$ cat config.mk
export PLATFORM = sky130hd
export DESIGN_NAME = mm2s_ram_streamer
export DESIGN_NICKNAME = d
export VERILOG_FILES = /design/src/rtl/mm2s_ram_streamer.sv
export SDC_FILE = /design/constraint.sdc
export NUM_CORES = 1
export LEC_CHECK = 0
export ABC_AREA = 0
export ABC_CLOCK_PERIOD_IN_PS = 4000
export CAP_MARGIN = 25
export CORE_AREA = 2 2 240 242
export DETAILED_ROUTE_END_ITERATION = 8
export DIE_AREA = 0 0 242 244
export PLACE_DENSITY = 0.8
export SLEW_MARGIN = 20
export SYNTH_ARGS = -nofsm -noshare
export SYNTH_HDL_FRONTEND = slang
export SYNTH_SLANG_ARGS = --single-unit
$ cat constraint.sdc
create_clock -name clk -period 4 [get_ports clk]
set_clock_uncertainty 0.2 [all_clocks]
set_input_delay 1 -clock clk [delete_from_list [all_inputs] [get_ports clk]]
set_output_delay 1 -clock clk [all_outputs]
set_load 0.05 [all_outputs]
$ cat src/rtl/mm2s_ram_streamer.sv
// rtl/mm2s_ram_streamer.sv - RAM-to-stream reader with credit-limited prefetch buffer
module mm2s_ram_streamer #(
    parameter int  AXI_WIDTH      = 128,
    parameter int  AXI_ADDR_WIDTH = 32,
    parameter int  FIFO_DEPTH     = 4,
    localparam int LSB            = $clog2(AXI_WIDTH) - 3
) (
    input  logic                          clk,
    input  logic                          rstn,
    input  logic                          cmd_valid,
    output logic                          cmd_ready,
    input  logic [AXI_ADDR_WIDTH-1:0]     cmd_addr,
    input  logic [31:0]                   cmd_bytes,
    output logic                          mm2s_ren,
    output logic [AXI_ADDR_WIDTH-LSB-1:0] mm2s_addr,
    input  logic [AXI_WIDTH-1:0]          mm2s_data,
    output logic [AXI_WIDTH-1:0]          m_axis_tdata,
    output logic [AXI_WIDTH/8-1:0]        m_axis_tkeep,
    output logic                          m_axis_tlast,
    output logic                          m_axis_tvalid,
    input  logic                          m_axis_tready,
    output logic                          done
);
    localparam int KW = AXI_WIDTH / 8;
    localparam int AW = AXI_ADDR_WIDTH - LSB;
    localparam int PW = $clog2(FIFO_DEPTH);
    localparam int CW = PW + 1;

    typedef enum logic [1:0] {IDLE, RUN, DRAIN} state_t;

    state_t               state, state_next;
    logic [AW-1:0]        addr;
    logic [31:0]          reads_left;
    logic [31:0]          nwords;
    logic [31:0]          beat_cnt;
    logic [LSB-1:0]       rem;
    logic                 pending;
    logic [CW-1:0]        count;
    logic [CW-1:0]        credit;
    logic [PW-1:0]        wr_ptr;
    logic [PW-1:0]        rd_ptr;
    logic [AXI_WIDTH-1:0] mem [FIFO_DEPTH];
    logic [KW-1:0]        part_keep;
    logic [LSB-1:0]       cmd_rem;
    logic [31:0]          cmd_nwords;
    logic                 cmd_fire;
    logic                 pop;
    logic                 done_set;
    logic                 unused_addr_lsb;

    assign unused_addr_lsb = ^cmd_addr[LSB-1:0];
    assign cmd_rem         = cmd_bytes[LSB-1:0];
    assign cmd_nwords      = (cmd_bytes >> LSB) + 32'(|cmd_rem);
    assign cmd_fire        = cmd_valid && cmd_ready;
    assign pop             = m_axis_tvalid && m_axis_tready;
    // A read in flight has a reserved slot; a pop this cycle frees nothing yet.
    assign credit          = count + CW'(pending);

    always_ff @(posedge clk or negedge rstn) begin
        if (!rstn) begin
            state <= IDLE;
        end else begin
            state <= state_next;
        end
    end

    always_comb begin
        state_next = state;
        cmd_ready  = 1'b0;
        mm2s_ren   = 1'b0;
        done_set   = 1'b0;
        case (state)
            IDLE: begin
                cmd_ready = 1'b1;
                if (cmd_valid) begin
                    if (cmd_nwords == 32'd0) begin
                        done_set = 1'b1;
                    end else begin
                        state_next = RUN;
                    end
                end
            end
            RUN: begin
                mm2s_ren = (credit < CW'(FIFO_DEPTH));
                if (mm2s_ren && reads_left == 32'd1) begin
                    state_next = DRAIN;
                end
            end
            DRAIN: begin
                if (pop && m_axis_tlast) begin
                    state_next = IDLE;
                    done_set   = 1'b1;
                end
            end
            default: state_next = IDLE;
        endcase
    end

    always_ff @(posedge clk or negedge rstn) begin
        if (!rstn) begin
            addr       <= '0;
            reads_left <= '0;
            nwords     <= '0;
            rem        <= '0;
            beat_cnt   <= '0;
            pending    <= 1'b0;
            count      <= '0;
            wr_ptr     <= '0;
            rd_ptr     <= '0;
            done       <= 1'b0;
        end else begin
            done    <= done_set;
            pending <= mm2s_ren;
            count   <= count + CW'(pending) - CW'(pop);
            if (cmd_fire) begin
                addr       <= cmd_addr[AXI_ADDR_WIDTH-1:LSB];
                reads_left <= cmd_nwords;
                nwords     <= cmd_nwords;
                rem        <= cmd_rem;
            end else if (mm2s_ren) begin
                addr       <= addr + AW'(1);
                reads_left <= reads_left - 32'd1;
            end
            if (pending) begin
                wr_ptr <= wr_ptr + PW'(1);
            end
            if (cmd_fire) begin
                beat_cnt <= '0;
            end else if (pop) begin
                beat_cnt <= beat_cnt + 32'd1;
            end
            if (pop) begin
                rd_ptr <= rd_ptr + PW'(1);
            end
        end
    end

    // Buffer storage needs no reset: occupancy alone decides what is visible.
    always_ff @(posedge clk) begin
        if (pending) begin
            mem[wr_ptr] <= mm2s_data;
        end
    end

    always_comb begin
        part_keep = '0;
        for (int i = 0; i < KW; i++) begin
            part_keep[i] = (i < int'(rem));
        end
    end

    assign mm2s_addr     = addr;
    assign m_axis_tvalid = (count != '0);
    assign m_axis_tlast  = m_axis_tvalid && (beat_cnt == nwords - 32'd1);
    assign m_axis_tkeep  = !m_axis_tvalid ? '0 :
                           (m_axis_tlast && rem != '0) ? part_keep : '1;
    assign m_axis_tdata  = m_axis_tvalid ? mem[rd_ptr] : '0;

endmodule

# After elaboration in Yosys (flattened, before gate mapping)
# Memories as Yosys holds them, arrays and structs flattened.
# Cells that the tools add are included.
[word_totals]
ff_bits = 139
ramBits = 512
output_inout_bits = 177
mem_count = 1
[mem_list]
columns = ["memory", "words", "width", "read_ports", "rd_ports_with_merged_regs", "write_ports", "line_no", "source"]
rows = [
  ["mem", 4, 128, 1, 0, 1, "42", "logic [AXI_WIDTH-1:0] mem [FIFO_DEPTH];"],
]
[classes]
n_addsub = 9
magnitude_cmp = 16
eq_ne = 8
n_mux = 22
n_reduce_logical = 14
[op_table]
columns = ["cell", "count"]
rows = [
  ["$mux 128", 1],
  ["$mux 32", 4],
  ["$sub 32x1->32 const B", 2],
  ["$mux 28", 2],
  ["$add 32x1->32 const B", 1],
  ["$eq 32x1->1 const B", 1],
  ["$eq 32x32->1", 1],
  ["$logic_not 32->1", 1],
  ["$mux 16", 2],
  ["$add 28x1->29", 1],
  ["$add 28x1->28 const B", 1],
  ["$lt 4x4->1 const A", 7],
  ["$lt 3x4->1 const A", 4],
  ["$lt 1x4->1 const A", 2],
  ["$lt 2x4->1 const A", 2],
  ["$mux 2", 4],
  ["$ne 2x2->1 const B", 4],
  ["$mux 1", 7],
  ["$logic_and 1x1->1", 6],
  ["$pmux 2 s3", 1],
  ["$add 2x1->2 const B", 2],
  ["$reduce_and 4->1", 1],
  ["$reduce_bool 2->1", 2],
  ["$reduce_bool 4->1", 1],
  ["9 further kinds", 9],
]

# Depth between registers and ports, before layout
# Gate-level depths: netlist (run 1).
[logic_depth]
word_depth = 6
mapped_depth = 11
mapped_depth_nobuf = 11

# Worst setup path before layout (run 1)
# OpenSTA, ideal clock, no wires.
[synth_path]
path_type = "register to output"
start = "reg nwords[0]"
end = "out m_axis_tkeep[13]"
t_arrival_ns = 3.395
setup_slack_ns = -0.595
path_stages_with_launch = 11
cell_sequence = "dfrtp_1 > inv_1 > ha_1 > or3b_2 > nand4b_2 > nor4_1 > o221ai_1 > o211ai_1 > nor3_2 > buf_4 > a31oi_1"
[synth_between]
elab_chain_len = 6
[synth_lines]
columns = ["element", "line_no", "source"]
rows = [
  ["start: declaration", "34", "logic [31:0] nwords;"],
  ["start signal: assignment", "118", "nwords <= cmd_nwords;"],
  ["$sub 32x1->32", "154", "assign m_axis_tlast = m_axis_tvalid && (beat_cnt == nwords - 32'd1);"],
  ["$eq 32x32->1", "154", ""],
  ["$logic_and 1x1->1", "154", ""],
  ["named net m_axis_tlast", "19", "output logic m_axis_tlast,"],
  ["$logic_and 1x1->1", "156", "(m_axis_tlast && rem != '0) ? part_keep : '1;"],
  ["$mux 16", "156", ""],
  ["$mux 16", "155", "assign m_axis_tkeep = !m_axis_tvalid ? '0 :"],
  ["end: declaration", "18", "output logic [AXI_WIDTH/8-1:0] m_axis_tkeep,"],
]
# The timed path passes the listed nets, and every way through them passes these cells.

# Final worst setup path (run 1)
[layout_path]
start = "reg nwords[7]"
end = "out m_axis_tkeep[1]"
[layout_between]
elab_chain_len = 6
[layout_lines]
columns = ["element", "line_no"]
rows = [
  ["$sub 32x1->32", "154"],
  ["$eq 32x32->1", "154"],
  ["$logic_and 1x1->1", "154"],
  ["$logic_and 1x1->1", "156"],
  ["$mux 16", "156"],
  ["$mux 16", "155"],
]
# No other way between the ends.

==> flow_summary.toml, run 1 <==
[outcome]
outcome = "finished, violations left"
failed_checks = "setup timing"

[min_path]
worst_hold_path_type = "in -> async"

[detailed_routing]
dr.first_iter.drc_count = 1132
detail_route.wirelength_mm = 68.3
number_of_nets_with_antenna_violations_after_detailed_routing = 0
drt-pass1-iter-count = 5
vias = 17500
route.detailed.drc = 0
via_per_inst = 5.62
routedWlPerCell_um = 22.0

[timing]
final.min_clock_period_ps = 4700
slew-limit-headroom_pct = 31.2
final.hold.worst_slack_ps = 236
tightestPinTransition_ps = 1020
timing.final.crit_share_pct = 118
rsz0062_at_grt = "yes"
timing.final.hold_violations = 0
drv_slew = 0
worst_slack_ps = -704
setup_viol = 16
max_freq_mhz = 213

[setup_path]
worstPathMaxFanout = 8
critical_path.slowest_cell = "sky130_fd_sc_hd__or4_4"
cp_launch_type = "flip-flop"
worstPathArrival_ps = 3500
timing.reg2reg.worst_path_depth = 10
required_arrival_time_at_the_worst_endpoint_ps = 2800
path_delay_family = "simple AND/OR/NAND/NOR gates"
critPathKind = "reg -> out"
critical_path.cell_chain = "or4_4 > buf_6 > nor4_4 > xor2_1 > o221ai_1 > a22o_1 > nand4_1 > nor3_4 > buf_12 > a41oi_4 > buf_6"
timing.critical_path.slowest_cell_delay_ps = 580
timing.critical_path.to_type = "primary output"
crit_path_frequent_cell = "sky130_fd_sc_hd__buf_6"
worst-path-stages = 11
crit_buf_inv = 3

[yosys]
async_reset_ff_share_pct = 21.0
postSynthAreaPerCell_um2 = 15.2
synth-warning-count = 0
synth_cell_type_count = 71
seq_area_frac_synth_pct = 67.3
netlist_area_um2 = 27900
synthCells = 1835
postSynth.topFlopCell = "sky130_fd_sc_hd__edfxtp_1"
postSynthRegisterBits = 648
synth_enable_flop_cells = 512
mappedNetlistNets = 2046

[clock_tree]
numClockSinks = 648
cts_max_level = 3
cts-buffers-inserted = 69
clock_tree_root_buffer_cell = "sky130_fd_sc_hd__clkbuf_16"
insertion_delay_ps = 610
cts_tree = "yes"
max-clock-path-buffers = 3
path_clk_slew_ps = 60

[global_routing]
grt.overflow.total = 0
pin_count_of_the_biggest_net_entering_global_routing = 131
total_grt_usage_pct = 23.2
first_pass_grt_wire_length_mm = 106
number_of_antenna_violations_at_the_first_check_in_global_routing = 13
grt_pass1_vias = 18500

[layout]
layout-area-overhead-vs-synth_pct = 28.1
finish.utilization_pct = 63.6
layout-drive-gt1-share_pct = 23.5
design.final.nets = 2509

[die]
die_extent_in_x_um = 242
placementRows = 87
die-height_um = 244
initial_core_util_pct = 49.7
floorplan.io_pins = 373
design.die.area_um2 = 59000
floorplan.core_area_um2 = 56200

[placed_design]
gp_congestion = 0.886
dp_hpwl_mm = 44.3
port_buffers = 368

[power]
cellLeakagePower_nw = 12.7
worst_ir_drop_on_vdd_uv = 637
post-layout-total-power_mw = 23.0
pwr_density_cell_nw_per_um2 = 643

[job]
max_cap_violations = 0
-- worst paths after layout --
check                      slack (ps)     startpoint              end
min reg2reg                       340  reads_left[9]    reads_left[9]
max in group asynchronous        2590           rstn         state[1]
max reg2reg                       540        pending   reads_left[28]
max                              -700      nwords[7]  m_axis_tkeep[1]
min                               240           rstn   reads_left[28]
min in group clk                  340  reads_left[9]    reads_left[9]
-- where the power goes --
part | switching (mW) | internal, mW
registers | 0.185 | 7.34
clock network | 2.68 | 4.00
logic | 5.59 | 3.19
total | 8.46 | 14.5
-- logic make-up (layout without fill, tap and decap cells) --
| logic type | Yosys count | after routing | synth area share (%) |
|---|---|---|---|
| buffers and inverters | 114 | 628 | 1.55 |
| XOR/XNOR | 135 | 135 | 4.24 |
| AND/OR/NAND/NOR | 620 | 620 | 12.0 |
| AO/OA/AOI/OAI | 167 | 167 | 3.64 |
| multiplexers | 136 | 136 | 10.6 |
| other | 0 | 6 | 0 |
| adder cells (fa/ha/maj) | 15 | 15 | 0.673 |
| flip-flops | 648 | 648 | 67.3 |
-- stage by stage --
step / cell area, um2 / instances / TNS, ps / worst slack [ps]
finish: 35700 / 3111 / -10850 / -704
global route: 35700 / 3107 / -13040 / -846
CTS: 35700 / 3101 / -11420 / -757
detailed placement: 33100 / 2974 / -2230 / -397
global placement: 33100 / 2974 / -1960 / -373
floorplan: 28200 / 1835 / -2350 / -253
-- layout by cell type (no fill, tap or decap), drive strengths merged, types with 5 or more instances in the layout --
cell and n:
o211ai 6, nor2 132, and2 141, or3 16, clkinvlp 7, buf 260
clkdlybuf4s50 221, nand2 117, xor2 63, nand3 45, o21ai 47, and3 19
nor2b 10, ha 15, nand2b 10, clkbuf 81, bufinv 11, nor4 21
diode 6, or4 16, inv 26, edfxtp 512, a21oi 54, dfrtp 136
nor3 34, xnor2 72, o22ai 5, nand4 28, nand4b 5, mux2i 7
clkinv 22, mux4 128, a31oi 12
-- flip-flops by register name (all words and copies together), names as in the netlist --
signal / cells
beat_cnt: 32
count: 3
done: 1
mem: 512
mm2s_addr: 28
nwords: 29
pending: 1
rd_ptr: 2
reads_left: 32
rem: 4
state: 2
wr_ptr: 2
-- per-layer routing --
metal	up-vias	wire length (um)	track usage (%)
li1	7901	-	-
met1	8838	26200	27.8
met2	570	34900	40.4
met3	144	5310	7.16
met4	16	1830	6.99
met5	-	105	0
-- synth_stat cells, types with 16 or more instances --
library cell	count	area share, %
sky130_fd_sc_hd__nor2_1	131	1.8
sky130_fd_sc_hd__inv_1	24	0.32
sky130_fd_sc_hd__and3_1	19	0.43
sky130_fd_sc_hd__and2_1	141	3.2
sky130_fd_sc_hd__or3_1	16	0.36
sky130_fd_sc_hd__nand2_1	116	1.6
sky130_fd_sc_hd__xor2_1	63	2.0
sky130_fd_sc_hd__edfxtp_1	512	55
sky130_fd_sc_hd__nand3_1	45	0.81
sky130_fd_sc_hd__nand4_1	28	0.63
sky130_fd_sc_hd__buf_1	19	0.26
sky130_fd_sc_hd__o21ai_0	46	0.83
sky130_fd_sc_hd__nor4_1	16	0.36
sky130_fd_sc_hd__dfrtp_1	136	12
sky130_fd_sc_hd__xnor2_1	72	2.3
sky130_fd_sc_hd__mux4_2	128	10
sky130_fd_sc_hd__a21oi_1	54	0.97
sky130_fd_sc_hd__clkbuf_1	68	0.91
sky130_fd_sc_hd__nor3_1	31	0.56
-- what timing repair did --
action,CTS,global route
hold buffers,0,0
setup endpoints to repair,17,16
pin swaps,15,16
gates resized for setup,24,11
cloned,1,0
buffers inserted,4,6
-- worst reg2reg max path, cell delays in order (launching register included) --
cell	delay, ps
sky130_fd_sc_hd__dfrtp_1	510
sky130_fd_sc_hd__ha_1	270
sky130_fd_sc_hd__ha_1	210
sky130_fd_sc_hd__xor2_2	210
sky130_fd_sc_hd__or2_4	380
sky130_fd_sc_hd__or4_1	680
sky130_fd_sc_hd__nor3_4	290
sky130_fd_sc_hd__nand2_2	150
sky130_fd_sc_hd__nor4_4	220
sky130_fd_sc_hd__xnor2_1	150
sky130_fd_sc_hd__o21ai_1	80
-- layout make-up --
class | instances | area, um2
diodes | 6 | 15.0
clock buffers | 81 | 1810
clock inverters | 41 | 586
fillers | 3949 | 20400
inverters | 25 | 95.1
multi-input cells | 1073 | 9040
flip-flops and latches | 648 | 18800
well taps | 756 | 946
repair buffers | 481 | 4470
(Power assumes the default switching activity.)
==> run 2, diff against run 1 <==
- ABC_AREA: 0 -> not set
- PLACE_DENSITY: 0.8 -> 0.73
==> flow_summary.toml, run 2 (same netlist as run 1, synthesis figures left out) <==
[die]
design.die.area_um2 = 59000
die-height_um = 244
placementRows = 87
floorplan.io_pins = 373
die_extent_in_x_um = 242
initial_core_util_pct = 49.7
floorplan.core_area_um2 = 56200

[global_routing]
pin_count_of_the_biggest_net_entering_global_routing = 116
grt.overflow.total = 0
number_of_antenna_violations_at_the_first_check_in_global_routing = 10
total_grt_usage_pct = 22.3
first_pass_grt_wire_length_mm = 103
grt_pass1_vias = 18200

[setup_path]
worstPathMaxFanout = 8
timing.reg2reg.worst_path_depth = 20
crit_path_start = "nwords[1]"
required_arrival_time_at_the_worst_endpoint_ps = 2800
critical_path.cell_chain = "inv_2 > ha_4 > or3b_4 > nand4b_4 > nor3_2 > xor2_1 > o221ai_1 > o211ai_1 > nor3_4 > buf_12 > buf_12 > a41oi_4 > buf_6"
r2r_path_end = "done"
reg2reg_from = "nwords[1]"
timing.critical_path.to_type = "primary output"
path_delay_family = "simple AND/OR/NAND/NOR gates"
crit_buf_inv = 4
reg2reg_slack_ps = 130
critPathKind = "reg -> out"
worstPathArrival_ps = 3530
worst-path-stages = 13
crit_path_frequent_cell = "sky130_fd_sc_hd__buf_12"
setup.worst_path.end = "m_axis_tkeep[1]"
critical_path.slowest_cell = "sky130_fd_sc_hd__or3b_4"
cp_launch_type = "flip-flop"
timing.critical_path.slowest_cell_delay_ps = 410

[placed_design]
post_place_worst_slack_ps = -200
dpl-instance-area_um2 = 33200
dp_hpwl_mm = 43.1
gp_congestion = 0.867
port_buffers = 368

[clock_tree]
insertion_delay_ps = 580
cts_tree = "yes"
cts-buffers-inserted = 69
hold_buffers = 0
clock_tree_root_buffer_cell = "sky130_fd_sc_hd__clkbuf_16"
max-clock-path-buffers = 3
numClockSinks = 648
path_clk_slew_ps = 60
cts_max_level = 3

[timing]
setup_viol = 16
timing.final.hold_violations = 0
final.min_clock_period_ps = 4730
tightestPinTransition_ps = 961
rsz0062_at_grt = "yes"
drv_slew = 0
slew-limit-headroom_pct = 36.0
worst_slack_ps = -735
timing.final.crit_share_pct = 118
max_freq_mhz = 211

[layout]
layout-area-overhead-vs-synth_pct = 28.1
final_area_um2 = 35700
layout-drive-gt1-share_pct = 23.8
largest_register_ffs = 512
layout.cells.most_common_list = "512 x sky130_fd_sc_hd__edfxtp_1, 241 x sky130_fd_sc_hd__buf_4, 221 x sky130_fd_sc_hd__clkdlybuf4s50_1, 136 x sky130_fd_sc_hd__and2_1, 134 x sky130_fd_sc_hd__dfrtp_1"
largest-register = "mem"
multi_input_area_um2 = 9050
layout.cells.most_common = "sky130_fd_sc_hd__edfxtp_1"
design.final.nets = 2529
sequential_cell_area_in_the_final_layout_um2 = 18800
finish.utilization_pct = 63.6
fillerInstances = 4007
registers_with_the_highest_flip_flop_counts = "mem x512, beat_cnt x32, reads_left x32"

[detailed_routing]
via_per_inst = 5.51
vias = 17200
route.detailed.drc = 0
drt-pass1-iter-count = 7
dr.first_iter.drc_count = 1153
detail_route.wirelength_mm = 65.4
number_of_nets_with_antenna_violations_after_detailed_routing = 0
routedWlPerCell_um = 20.9

[power]
worst_ir_drop_on_vdd_uv = 567
pwr_density_cell_nw_per_um2 = 628
post-layout-total-power_mw = 22.4
cellLeakagePower_nw = 12.8

[job]
max_cap_violations = 0

[min_path]
worst_hold_path_type = "in -> async"

[outcome]
failed_checks = "setup timing"
outcome = "finished, violations left"
[run 2: stage by stage]
step / hold WS (ps) / setup TNS, ps / std cells
final: 288 / -10910 / 3127
after global routing: 351 / -13500 / 3124
after CTS: 335 / -11920 / 3129
after detailed placement: 323 / -2750 / 2984
after global placement: 310 / -1980 / 2984
after floorplan: 289 / -2350 / 1835
[run 2: timing repair]
item,in CTS,in global routing
hold endpoints to repair,0,0
gates cloned,1,0
gates resized for setup,34,3
setup buffers,23,3
setup endpoints to repair,17,18
pin swaps,24,10
[run 2: worst reg2reg max path, stage by stage, from the launching register on]
cell,delay [ps]
sky130_fd_sc_hd__dfrtp_1,390
sky130_fd_sc_hd__inv_2,90
sky130_fd_sc_hd__ha_4,130
sky130_fd_sc_hd__or3b_4,410
sky130_fd_sc_hd__buf_6,140
sky130_fd_sc_hd__nor4_4,130
sky130_fd_sc_hd__buf_4,180
sky130_fd_sc_hd__mux2i_1,180
sky130_fd_sc_hd__nand2_1,90
sky130_fd_sc_hd__a21oi_2,130
sky130_fd_sc_hd__nand4_1,130
sky130_fd_sc_hd__buf_4,170
sky130_fd_sc_hd__buf_4,130
sky130_fd_sc_hd__buf_4,120
sky130_fd_sc_hd__buf_4,120
sky130_fd_sc_hd__buf_4,120
sky130_fd_sc_hd__buf_4,130
sky130_fd_sc_hd__buf_6,110
sky130_fd_sc_hd__buf_6,110
sky130_fd_sc_hd__or4_4,430
sky130_fd_sc_hd__o22ai_2,140
[run 2: area by class of cell]
| cell class | instances | share of cell area, % |
|---|---|---|
| clock buffers | 89 | 5.16 |
| diodes | 3 | 0.0210 |
| repair buffers | 501 | 12.9 |
| clock inverters | 32 | 1.04 |
| flip-flops and latches | 648 | 52.6 |
| multi-input cells | 1073 | 25.3 |
| well taps | 756 | 2.65 |
| inverters | 25 | 0.266 |
[run 2: worst min-delay path by stage]
stage	endpoint	cells after the start	startpoint
after floorplan	reads_left[9]	2	reads_left[9]
after global placement	wr_ptr[0]	1	wr_ptr[0]
after detailed placement	wr_ptr[0]	1	wr_ptr[0]
after CTS	reads_left[28]	1	rstn
after global routing	reads_left[29]	1	rstn
final	reads_left[26]	1	rstn
[run 2: report_power, final]
group	switching, mW	internal, mW
Sequential	0.126	7.34
Combinational	5.58	3.18
Clock	2.50	3.72
Total	8.21	14.2
[run 2: layer usage]
layer	vias to the layer above	wire length, um	global-route usage, %
met2	464	32500	37.8
met1	8724	26500	27.9
li1	7928	-	-
met3	106	5190	7.40
met4	18	1210	5.19
met5	-	107	0
